[src/rtl/mips_ctrl_pkg.sv]
// Shared definitions for the multicycle MIPS main control FSM.
// Holds state encodings, opcode constants, ALUOp constants and the
// control-vector struct driven by the output decoder.
package mips_ctrl_pkg;

    localparam int STATE_W = 4;

    // Twelve states are used; 12..15 are unused encodings.
    typedef enum logic [STATE_W-1:0] {
        S_FETCH    = 4'd0,
        S_DECODE   = 4'd1,
        S_MEMADR   = 4'd2,
        S_MEMREAD  = 4'd3,
        S_MEMWB    = 4'd4,
        S_MEMWRITE = 4'd5,
        S_EXECUTE  = 4'd6,
        S_ALUWB    = 4'd7,
        S_BRANCH   = 4'd8,
        S_ADDIEXEC = 4'd9,
        S_ADDIWB   = 4'd10,
        S_JUMP     = 4'd11
    } state_e;

    localparam logic [5:0] OP_LW    = 6'b100011;
    localparam logic [5:0] OP_SW    = 6'b101011;
    localparam logic [5:0] OP_RTYPE = 6'b000000;
    localparam logic [5:0] OP_BEQ   = 6'b000100;
    localparam logic [5:0] OP_ADDI  = 6'b001000;
    localparam logic [5:0] OP_J     = 6'b000010;

    localparam logic [1:0] ALUOP_ADD   = 2'b00;
    localparam logic [1:0] ALUOP_SUB   = 2'b01;
    localparam logic [1:0] ALUOP_FUNCT = 2'b10;

    // Moore control vector; IllegalOp is not part of it because it also
    // depends on the opcode.
    typedef struct packed {
        logic       iord;
        logic       mem_write;
        logic       ir_write;
        logic       reg_dst;
        logic       mem_to_reg;
        logic       reg_write;
        logic       alu_src_a;
        logic [1:0] alu_src_b;
        logic [1:0] alu_op;
        logic [1:0] pc_src;
        logic       pc_write;
        logic       branch;
    } ctrl_t;

    function automatic logic op_supported(input logic [5:0] op);
        return (op == OP_LW) || (op == OP_SW) || (op == OP_RTYPE) ||
               (op == OP_BEQ) || (op == OP_ADDI) || (op == OP_J);
    endfunction

endpackage

[src/rtl/ctrl_output_decoder.sv]
// Combinational state -> control-vector lookup for the main control FSM.
// Ports: state_i (current state register), ctrl_o (all Moore enables/selects).
// Unused state encodings produce an all-zero vector, so no write enable fires.
module ctrl_output_decoder
    import mips_ctrl_pkg::*;
#(
    parameter int STATE_W = mips_ctrl_pkg::STATE_W
) (
    input  logic [STATE_W-1:0] state_i,
    output ctrl_t              ctrl_o
);

    always_comb begin
        ctrl_o = '0;
        case (state_i)
            S_FETCH: begin
                ctrl_o.iord      = 1'b0;
                ctrl_o.alu_src_a = 1'b0;
                ctrl_o.alu_src_b = 2'b01;
                ctrl_o.alu_op    = ALUOP_ADD;
                ctrl_o.pc_src    = 2'b00;
                ctrl_o.ir_write  = 1'b1;
                ctrl_o.pc_write  = 1'b1;
            end
            S_DECODE: begin
                // Precompute the branch target into ALUOut.
                ctrl_o.alu_src_a = 1'b0;
                ctrl_o.alu_src_b = 2'b11;
                ctrl_o.alu_op    = ALUOP_ADD;
            end
            S_MEMADR: begin
                ctrl_o.alu_src_a = 1'b1;
                ctrl_o.alu_src_b = 2'b10;
                ctrl_o.alu_op    = ALUOP_ADD;
            end
            S_MEMREAD: begin
                ctrl_o.iord = 1'b1;
            end
            S_MEMWB: begin
                ctrl_o.reg_dst    = 1'b0;
                ctrl_o.mem_to_reg = 1'b1;
                ctrl_o.reg_write  = 1'b1;
            end
            S_MEMWRITE: begin
                ctrl_o.iord      = 1'b1;
                ctrl_o.mem_write = 1'b1;
            end
            S_EXECUTE: begin
                ctrl_o.alu_src_a = 1'b1;
                ctrl_o.alu_src_b = 2'b00;
                ctrl_o.alu_op    = ALUOP_FUNCT;
            end
            S_ALUWB: begin
                ctrl_o.reg_dst    = 1'b1;
                ctrl_o.mem_to_reg = 1'b0;
                ctrl_o.reg_write  = 1'b1;
            end
            S_BRANCH: begin
                ctrl_o.alu_src_a = 1'b1;
                ctrl_o.alu_src_b = 2'b00;
                ctrl_o.alu_op    = ALUOP_SUB;
                ctrl_o.pc_src    = 2'b01;
                ctrl_o.branch    = 1'b1;
            end
            S_ADDIEXEC: begin
                ctrl_o.alu_src_a = 1'b1;
                ctrl_o.alu_src_b = 2'b10;
                ctrl_o.alu_op    = ALUOP_ADD;
            end
            S_ADDIWB: begin
                ctrl_o.reg_dst    = 1'b0;
                ctrl_o.mem_to_reg = 1'b0;
                ctrl_o.reg_write  = 1'b1;
            end
            S_JUMP: begin
                ctrl_o.pc_src   = 2'b10;
                ctrl_o.pc_write = 1'b1;
            end
            default: ctrl_o = '0;
        endcase
    end

endmodule

[src/rtl/main_control_fsm.sv]
// Moore main control FSM for the multicycle MIPS datapath (fetch..writeback).
// Ports: clk/rst_n, Op from the IR; datapath enables, mux selects, ALUOp, IllegalOp.
// Outputs follow the state register; reset forces FETCH asynchronously.
module main_control_fsm
    import mips_ctrl_pkg::*;
#(
    parameter int STATE_W = 4
) (
    input  logic       clk,
    input  logic       rst_n,
    input  logic [5:0] Op,
    output logic       IorD,
    output logic       MemWrite,
    output logic       IRWrite,
    output logic       RegDst,
    output logic       MemtoReg,
    output logic       RegWrite,
    output logic       ALUSrcA,
    output logic [1:0] ALUSrcB,
    output logic [1:0] ALUOp,
    output logic [1:0] PCSrc,
    output logic       PCWrite,
    output logic       Branch,
    output logic       IllegalOp
);

    logic [STATE_W-1:0] state_q;
    logic [STATE_W-1:0] state_d;
    ctrl_t              ctrl;

    // Op is only looked at in DECODE and MEMADR; the IR cannot change there
    // because it is only loaded in FETCH.
    always_comb begin
        state_d = S_FETCH;
        case (state_q)
            S_FETCH:  state_d = S_DECODE;
            S_DECODE: begin
                case (Op)
                    OP_LW, OP_SW: state_d = S_MEMADR;
                    OP_RTYPE:     state_d = S_EXECUTE;
                    OP_BEQ:       state_d = S_BRANCH;
                    OP_ADDI:      state_d = S_ADDIEXEC;
                    OP_J:         state_d = S_JUMP;
                    default:      state_d = S_FETCH;
                endcase
            end
            S_MEMADR:   state_d = (Op == OP_LW) ? S_MEMREAD : S_MEMWRITE;
            S_MEMREAD:  state_d = S_MEMWB;
            S_EXECUTE:  state_d = S_ALUWB;
            S_ADDIEXEC: state_d = S_ADDIWB;
            // Terminal states and unused encodings all return to FETCH.
            default:    state_d = S_FETCH;
        endcase
    end

    always_ff @(posedge clk or negedge rst_n) begin
        if (!rst_n) begin
            state_q <= S_FETCH;
        end else begin
            state_q <= state_d;
        end
    end

    ctrl_output_decoder #(
        .STATE_W (STATE_W)
    ) u_dec (
        .state_i (state_q),
        .ctrl_o  (ctrl)
    );

    assign IorD      = ctrl.iord;
    assign MemWrite  = ctrl.mem_write;
    assign IRWrite   = ctrl.ir_write;
    assign RegDst    = ctrl.reg_dst;
    assign MemtoReg  = ctrl.mem_to_reg;
    assign RegWrite  = ctrl.reg_write;
    assign ALUSrcA   = ctrl.alu_src_a;
    assign ALUSrcB   = ctrl.alu_src_b;
    assign ALUOp     = ctrl.alu_op;
    assign PCSrc     = ctrl.pc_src;
    assign PCWrite   = ctrl.pc_write;
    assign Branch    = ctrl.branch;

    // The only output allowed to see Op: flags an unsupported opcode for the
    // single DECODE cycle before the FSM falls back to FETCH.
    assign IllegalOp = (state_q == S_DECODE) && !op_supported(Op);

endmodule

[config.mk]
export PLATFORM = sky130hd
export DESIGN_NAME = main_control_fsm
export DESIGN_NICKNAME = d
export VERILOG_FILES = /design/src/rtl/mips_ctrl_pkg.sv /design/src/rtl/ctrl_output_decoder.sv /design/src/rtl/main_control_fsm.sv
export SDC_FILE = /design/constraint.sdc
export NUM_CORES = 1
export LEC_CHECK = 0
export ABC_CLOCK_PERIOD_IN_PS = 1700
export CORE_AREA = 2 2 39 41
export CTS_BUF_LIST = sky130_fd_sc_hd__clkbuf_2 sky130_fd_sc_hd__clkbuf_4 sky130_fd_sc_hd__clkbuf_8
export CTS_CLUSTER_SIZE = 20
export DETAILED_ROUTE_END_ITERATION = 7
export DIE_AREA = 0 0 41 43
export HOLD_SLACK_MARGIN = 0.12
export PLACE_DENSITY = 0.72
export SLEW_MARGIN = 40
export SYNTH_ARGS = -nofsm -noshare
export SYNTH_HDL_FRONTEND = slang
export SYNTH_HIERARCHICAL = 1
export SYNTH_SLANG_ARGS = --single-unit
export TNS_END_PERCENT = 1
[constraint.sdc]
create_clock -name clk -period 1.7 [get_ports clk]
set_input_delay 0.34 -clock clk [delete_from_list [all_inputs] [get_ports clk]]
set_output_delay 0.34 -clock clk [all_outputs]
set_load 0.02 [all_outputs]
==> results_dict.tcl, run 1 <==
set metrics [dict create \
    synth_top_family_by_area "simple AND/OR/NAND/NOR gates" \
    vdd.ir_drop.worst_uv 483.0 \
    async_flop_share_pct 100.0 \
    finalClockSkew_ps 3.067 \
    synth_compound_area_share_pct 20.72 \
    finalWorstSetupSlack_ps -170.9 \
    synth.area.mux_share_pct 0 \
    finalCritPeriodShare_pct 110.1 \
    largest_register_ffs 4 \
    netlist.area_leader.share_pct 20.46 \
    design.die.area_sq_um 1763 \
    clkTransAtPathRegs_ps 40 \
    num_rows 14 \
    start_util_pct 35.35 \
    grt_first_pass_wirelength_um 2470 \
    syn-num-nets 72 \
    synth-simple-area-share_pct 45.01 \
    drive_above_1_share_pct 48.15 \
    portBuffers 23 \
    synth.area.top_cells "dfrtp_1 20%, nor3_1 6.1%, or4b_4 5.6%" \
    drt_first_iter_violations 7 \
    wl_um 1464 \
    cts_setup_buffers 0 \
    synthCells 64 \
    final_nets 118 \
    numClockSinks 4 \
    yosysMostFrequentCell "nor3_1" \
    drc 0 \
    yosysUniqueCellTypes 31 \
    leakage_nw 0.4501 \
    synthToLayoutAreaGrowth_pct 85.42 \
    min_period_ps 1871 \
    clock_path_buffers 2 \
    power_per_cell_area_nw_per_um2 1101 \
    root_buffer "clkbuf_4" \
    wire_per_inst_um 11.81 \
    cp.arrival_ps 1530 \
    max_freq_mhz 534.5 \
    overflow 0 \
    startpoint_type "register" \
    synth_common_cells "6 x nor3_1, 5 x inv_1, 5 x nor2_1" \
    reg_top3 "state_q (4)" \
    first_pass_iters 4 \
    path_max_fanout 2 \
    synth-main-ff-cell "dfrtp_1" \
    ant_nets 0 \
    finalHoldViolCount 0 \
    slew_violations 0 \
    maxSlewHeadroom_pct 76.95 \
    vias 661 \
    rsz0062_at_grt "yes" \
    clkLatencyLatePin_ps 240 \
    violations "negative setup slack" \
    die_width_um 41 \
    outcome "finished, violations left" \
    end_kind "output pin" \
    path_class "reg2out" \
    cts_tree "done" \
    htreeDepth 1 \
    regMostFlops "state_q" \
    crit_required_ps 1360 \
    ys_warn_count 6 \
    total_power_mw 0.9987 \
    syn_area_per_cell_sq_um 7.644 \
    die_height_um 43 \
    ioPinCount 24 \
    grt_start_max_net_pins 15 \
    setup_viol 8 \
    synth_area_leader_cell "dfrtp_1" \
    pre_cts_slack_ps -602.9 \
    synth_fa_ha_area_share_pct 0 \
    gp_congestion 0.8055 \
    worstMarginPinSlew_ps 337.1 \
    cts_made_buffers 3 \
    place_inst 121 \
    hp-class "in2async" \
    synth_edf_count 0 \
    n_antenna_cell 0 \
    fin_cells 124 \
    yosysSeqAreaShare_pct 20.46 \
    dp_hpwl_um 1156 \
    grt_antenna_before_repair 0 \
    syn_area_sq_um 489.2 \
    holdWs_ps 290.9 \
    grt_pass1_vias 620 \
    drv_cap 0 \
    yosys_register_bits 4 \
    avgViaCountPerCell 5.331 \
    coreArea_sq_um 1384 \
    grt_util_all_layers_pct 19.96 \
    synthXorXnorAreaFrac_pct 3.581 \
    fin_tns_setup_ps -747.8 \
]
==> cells in the final DEF (no fill, tap or decap), drive strengths merged <==
cell           netlist  final
o211ai               2      2
nor3                 6      6
or4                  1      1
o21ai                3      3
a21oi                3      3
nand2                2      2
or4b                 2      2
clkbuf               0      3
dlymetal6s2s         0      3
dfrtp                4      4
nor2                 5      5
nor4                 2      2
nand4                2      2
inv                  5      5
a31oi                1      1
a21o                 1      1
xor2                 1      1
and4b                1      1
or3b                 1      1
nor4bb               1      1
xnor2                1      1
buf                  4     38
nand2b               4      4
clkdlybuf4s50        0      4
a221oi               2      2
nand4b               1      1
nand3                3      3
a2111oi              1      1
nor3b                1      1
a2111o               1      1
or3                  3      3
==> timing repair <==
action                     in CTS  in global routing
pin swaps                       1                  2
setup endpoints to repair      16                 15
cloned                          0                  0
hold buffers                    0                  0
gates resized for setup        81                 15
==> metrics by stage <==
step / instance area [sq um] / util (%)
5_1_grt: 907.1 / 65.55
3_3_place_gp: 879.6 / 63.56
4_1_cts: 874.6 / 63.20
2_1_floorplan: 495.5 / -
6_report: 907.1 / 65.55
3_5_place_dp: 879.6 / 63.56
==> logic make-up after synthesis <==
group | Yosys count
and+or+nand+nor | 35
AOI/OAI and AO/OA | 14
buffers and inverters | 9
DFF | 4
xor gates and xnor gates | 2
==> report_power, final <==
part / leakage [nW] / internal, mW / switching (mW)
clock network: 0.0138 / 0.0793 / 0.0438
logic: 0.383 / 0.357 / 0.380
registers: 0.0531 / 0.118 / 0.0204
total: 0.450 / 0.555 / 0.444
==> final timing paths <==
path	from	endpoint	slack [ps]	cells after the start
min in group clk	Op[2]	state_q[1]	620	4
min	rst_n	state_q[1]	290	1
max reg2reg	state_q[3]	state_q[1]	170	4
max in group asynchronous	rst_n	state_q[2]	1250	1
max	state_q[3]	IllegalOp	-170	3
min reg2reg	state_q[2]	state_q[0]	670	2
==> critical path, stage by stage, from the launching register on <==
cell,delay (ps)
dfrtp_1,370
or4b_4,560
a221oi_2,180
buf_4,170
==> routing by layer <==
layer	part of all wire (%)	wire, um	track usage (%)
met1	39	569	20.85
met2	55	799	35.94
met3	4.8	71	3.141
met4	1.6	23	8.667
met5	0	0	0
==> layout make-up <==
cell class / count / area (sq um)
Fill cell: 137 / 476.7
Multi-Input combinational cell: 51 / 379.1
Timing Repair Buffer: 45 / 366.6
Sequential cell: 4 / 100.1
Clock buffer: 3 / 22.52
Tap cell: 16 / 20.02
Inverter: 5 / 18.77
Power figures use the tool's default switching activity.
==> inputs of run 2 (changes only) <==
--- a/config.mk
+++ b/config.mk
@@ -12,7 +12,7 @@
 export DETAILED_ROUTE_END_ITERATION = 7
 export DIE_AREA = 0 0 41 43
 export HOLD_SLACK_MARGIN = 0.12
-export PLACE_DENSITY = 0.72
+export PLACE_DENSITY = 0.81
 export SLEW_MARGIN = 40
 export SYNTH_ARGS = -nofsm -noshare
 export SYNTH_HDL_FRONTEND = slang
==> results_dict.tcl, run 2 (synthesized netlist as in run 1, its figures left out) <==
set metrics [dict create \
    outcome "finished, violations left" \
    violations "negative setup slack" \
    grt_util_all_layers_pct 19.29 \
    drc 0 \
    n_antenna_cell 0 \
    min_period_ps 1842 \
    vias 689 \
    cts_tree "done" \
    crit_chain "or4b_4 > a221oi_2 > buf_4" \
    final_nets 120 \
    start_util_pct 35.35 \
    hold_buffers 0 \
    regMostFlops "state_q" \
    reg_top3 "state_q (4)" \
    finalClockSkew_ps 4.045 \
    finalWorstSetupSlack_ps -141.6 \
    fin_tns_setup_ps -524.6 \
    drv_cap 0 \
    grt_start_max_net_pins 15 \
    leakage_nw 0.4643 \
    die_width_um 41 \
    hp-class "in2async" \
    r2r_slack_ps 150 \
    crit_path_top_delay_cell "or4b_4" \
    synthToLayoutAreaGrowth_pct 89.00 \
    setup_viol 6 \
    dp_hpwl_um 1123 \
    clkTransAtPathRegs_ps 40 \
    path_max_fanout 2 \
    first_pass_iters 4 \
    drt_first_iter_violations 10 \
    avgViaCountPerCell 5.468 \
    cts_made_buffers 3 \
    rsz0062_at_grt "yes" \
    ant_nets 0 \
    final_core_util_pct 66.82 \
    portBuffers 23 \
    vdd.ir_drop.worst_uv 722.7 \
    coreArea_sq_um 1384 \
    grt_first_pass_wirelength_um 2490 \
    maxSlewHeadroom_pct 78.03 \
    clock_path_buffers 2 \
    die_height_um 43 \
    finalHoldViolCount 0 \
    power_per_cell_area_nw_per_um2 1107 \
    ioPinCount 24 \
    drive_above_1_share_pct 49.09 \
    finalCritPeriodShare_pct 108.3 \
    root_buffer "clkbuf_4" \
    clkLatencyLatePin_ps 230 \
    final_cell_mix "28 x buf_4, 6 x buf_2, 6 x buf_6" \
    num_rows 14 \
    end_kind "output pin" \
    overflow 0 \
    gp_congestion 0.8074 \
    design_area_sq_um 924.6 \
    worstMarginPinSlew_ps 325.1 \
    place_area_sq_um 864.6 \
    numClockSinks 4 \
    cp.arrival_ps 1500 \
    grt_antenna_before_repair 0 \
    path_class "reg2out" \
    startpoint_type "register" \
    cp_slowest_stage_delay_ps 550 \
    wl_um 1483 \
    grt_pass1_vias 644 \
    wire_per_inst_um 11.77 \
    largest_register_ffs 4 \
    reg2regPathDepth 4 \
    htreeDepth 1 \
    max_freq_mhz 543.0 \
    slew_violations 0 \
    layout.cells.most_common "buf_4" \
    design.die.area_sq_um 1763 \
    crit_required_ps 1360 \
]
-- run 2: changes by cell type in the layout (fill, tap and decap cells not counted) --
cell and change:
o21ai_0 -1, nor4_2 -1, o21ai_1 +1, or3_4 +1
buf_6 +1, buf_4 +1, nor4_1 +1, or3_1 -1
-- run 2: per-layer routing --
metal / global-route usage, % / vias up / wire (um)
li1: - / 338 / -
met1: 22.30 / 318 / 540
met2: 36.25 / 33 / 843
met3: 0 / 0 / 99
met4: 4.667 / 0 / 0
met5: 0 / - / 0
-- run 2: final timing paths --
kind / startpoint / end
setup / recovery: state_q[2] / IllegalOp
hold / removal: rst_n / state_q[3]
setup reg to reg: state_q[2] / state_q[1]
hold reg to reg: state_q[2] / state_q[0]
max in group asynchronous: rst_n / state_q[0]
min in group clk: Op[3] / state_q[3]
-- run 2: metrics by stage --
step	setup WS, ps	hold slack (ps)	total power, mW	cells
after floorplan	18.20	44.41	0.5288	64
after global placement	-551.8	544.6	0.8603	119
after detailed placement	-574.4	550.0	0.8751	119
after CTS	-157.0	305.2	0.9937	126
after global routing	-190.4	328.3	1.091	126
final	-141.6	302.6	1.023	126
-- run 2: report_power, final --
part / internal (mW) / switching [mW]
Clock: 0.0789 / 0.0371
Sequential: 0.118 / 0.0186
Combinational: 0.385 / 0.386
Total: 0.582 / 0.442
-- run 2: layout make-up --
class / count / area, sq um
clock buffer: 3 / 22.52
multi-input combinational: 51 / 377.9
sequential: 4 / 100.1
timing repair buffer: 47 / 385.4
fill: 129 / 459.2
inverter: 5 / 18.77
tap: 16 / 20.02
-- run 2: critical path: cells and delay by family, from the launching register on --
kind / cells / cell delay [ps]
compound gates: 1 / 180
buf+inv: 1 / 170
flops: 1 / 360
simple gates: 1 / 550
-- run 2: timing repair --
| item | 4_1_cts | 5_1_grt |
|---|---|---|
| hold endpoints to repair | 0 | 0 |
| pin swaps | 3 | 2 |
| buffers inserted | 4 | 0 |
| setup endpoints to repair | 16 | 16 |
| gates resized for setup | 85 | 14 |
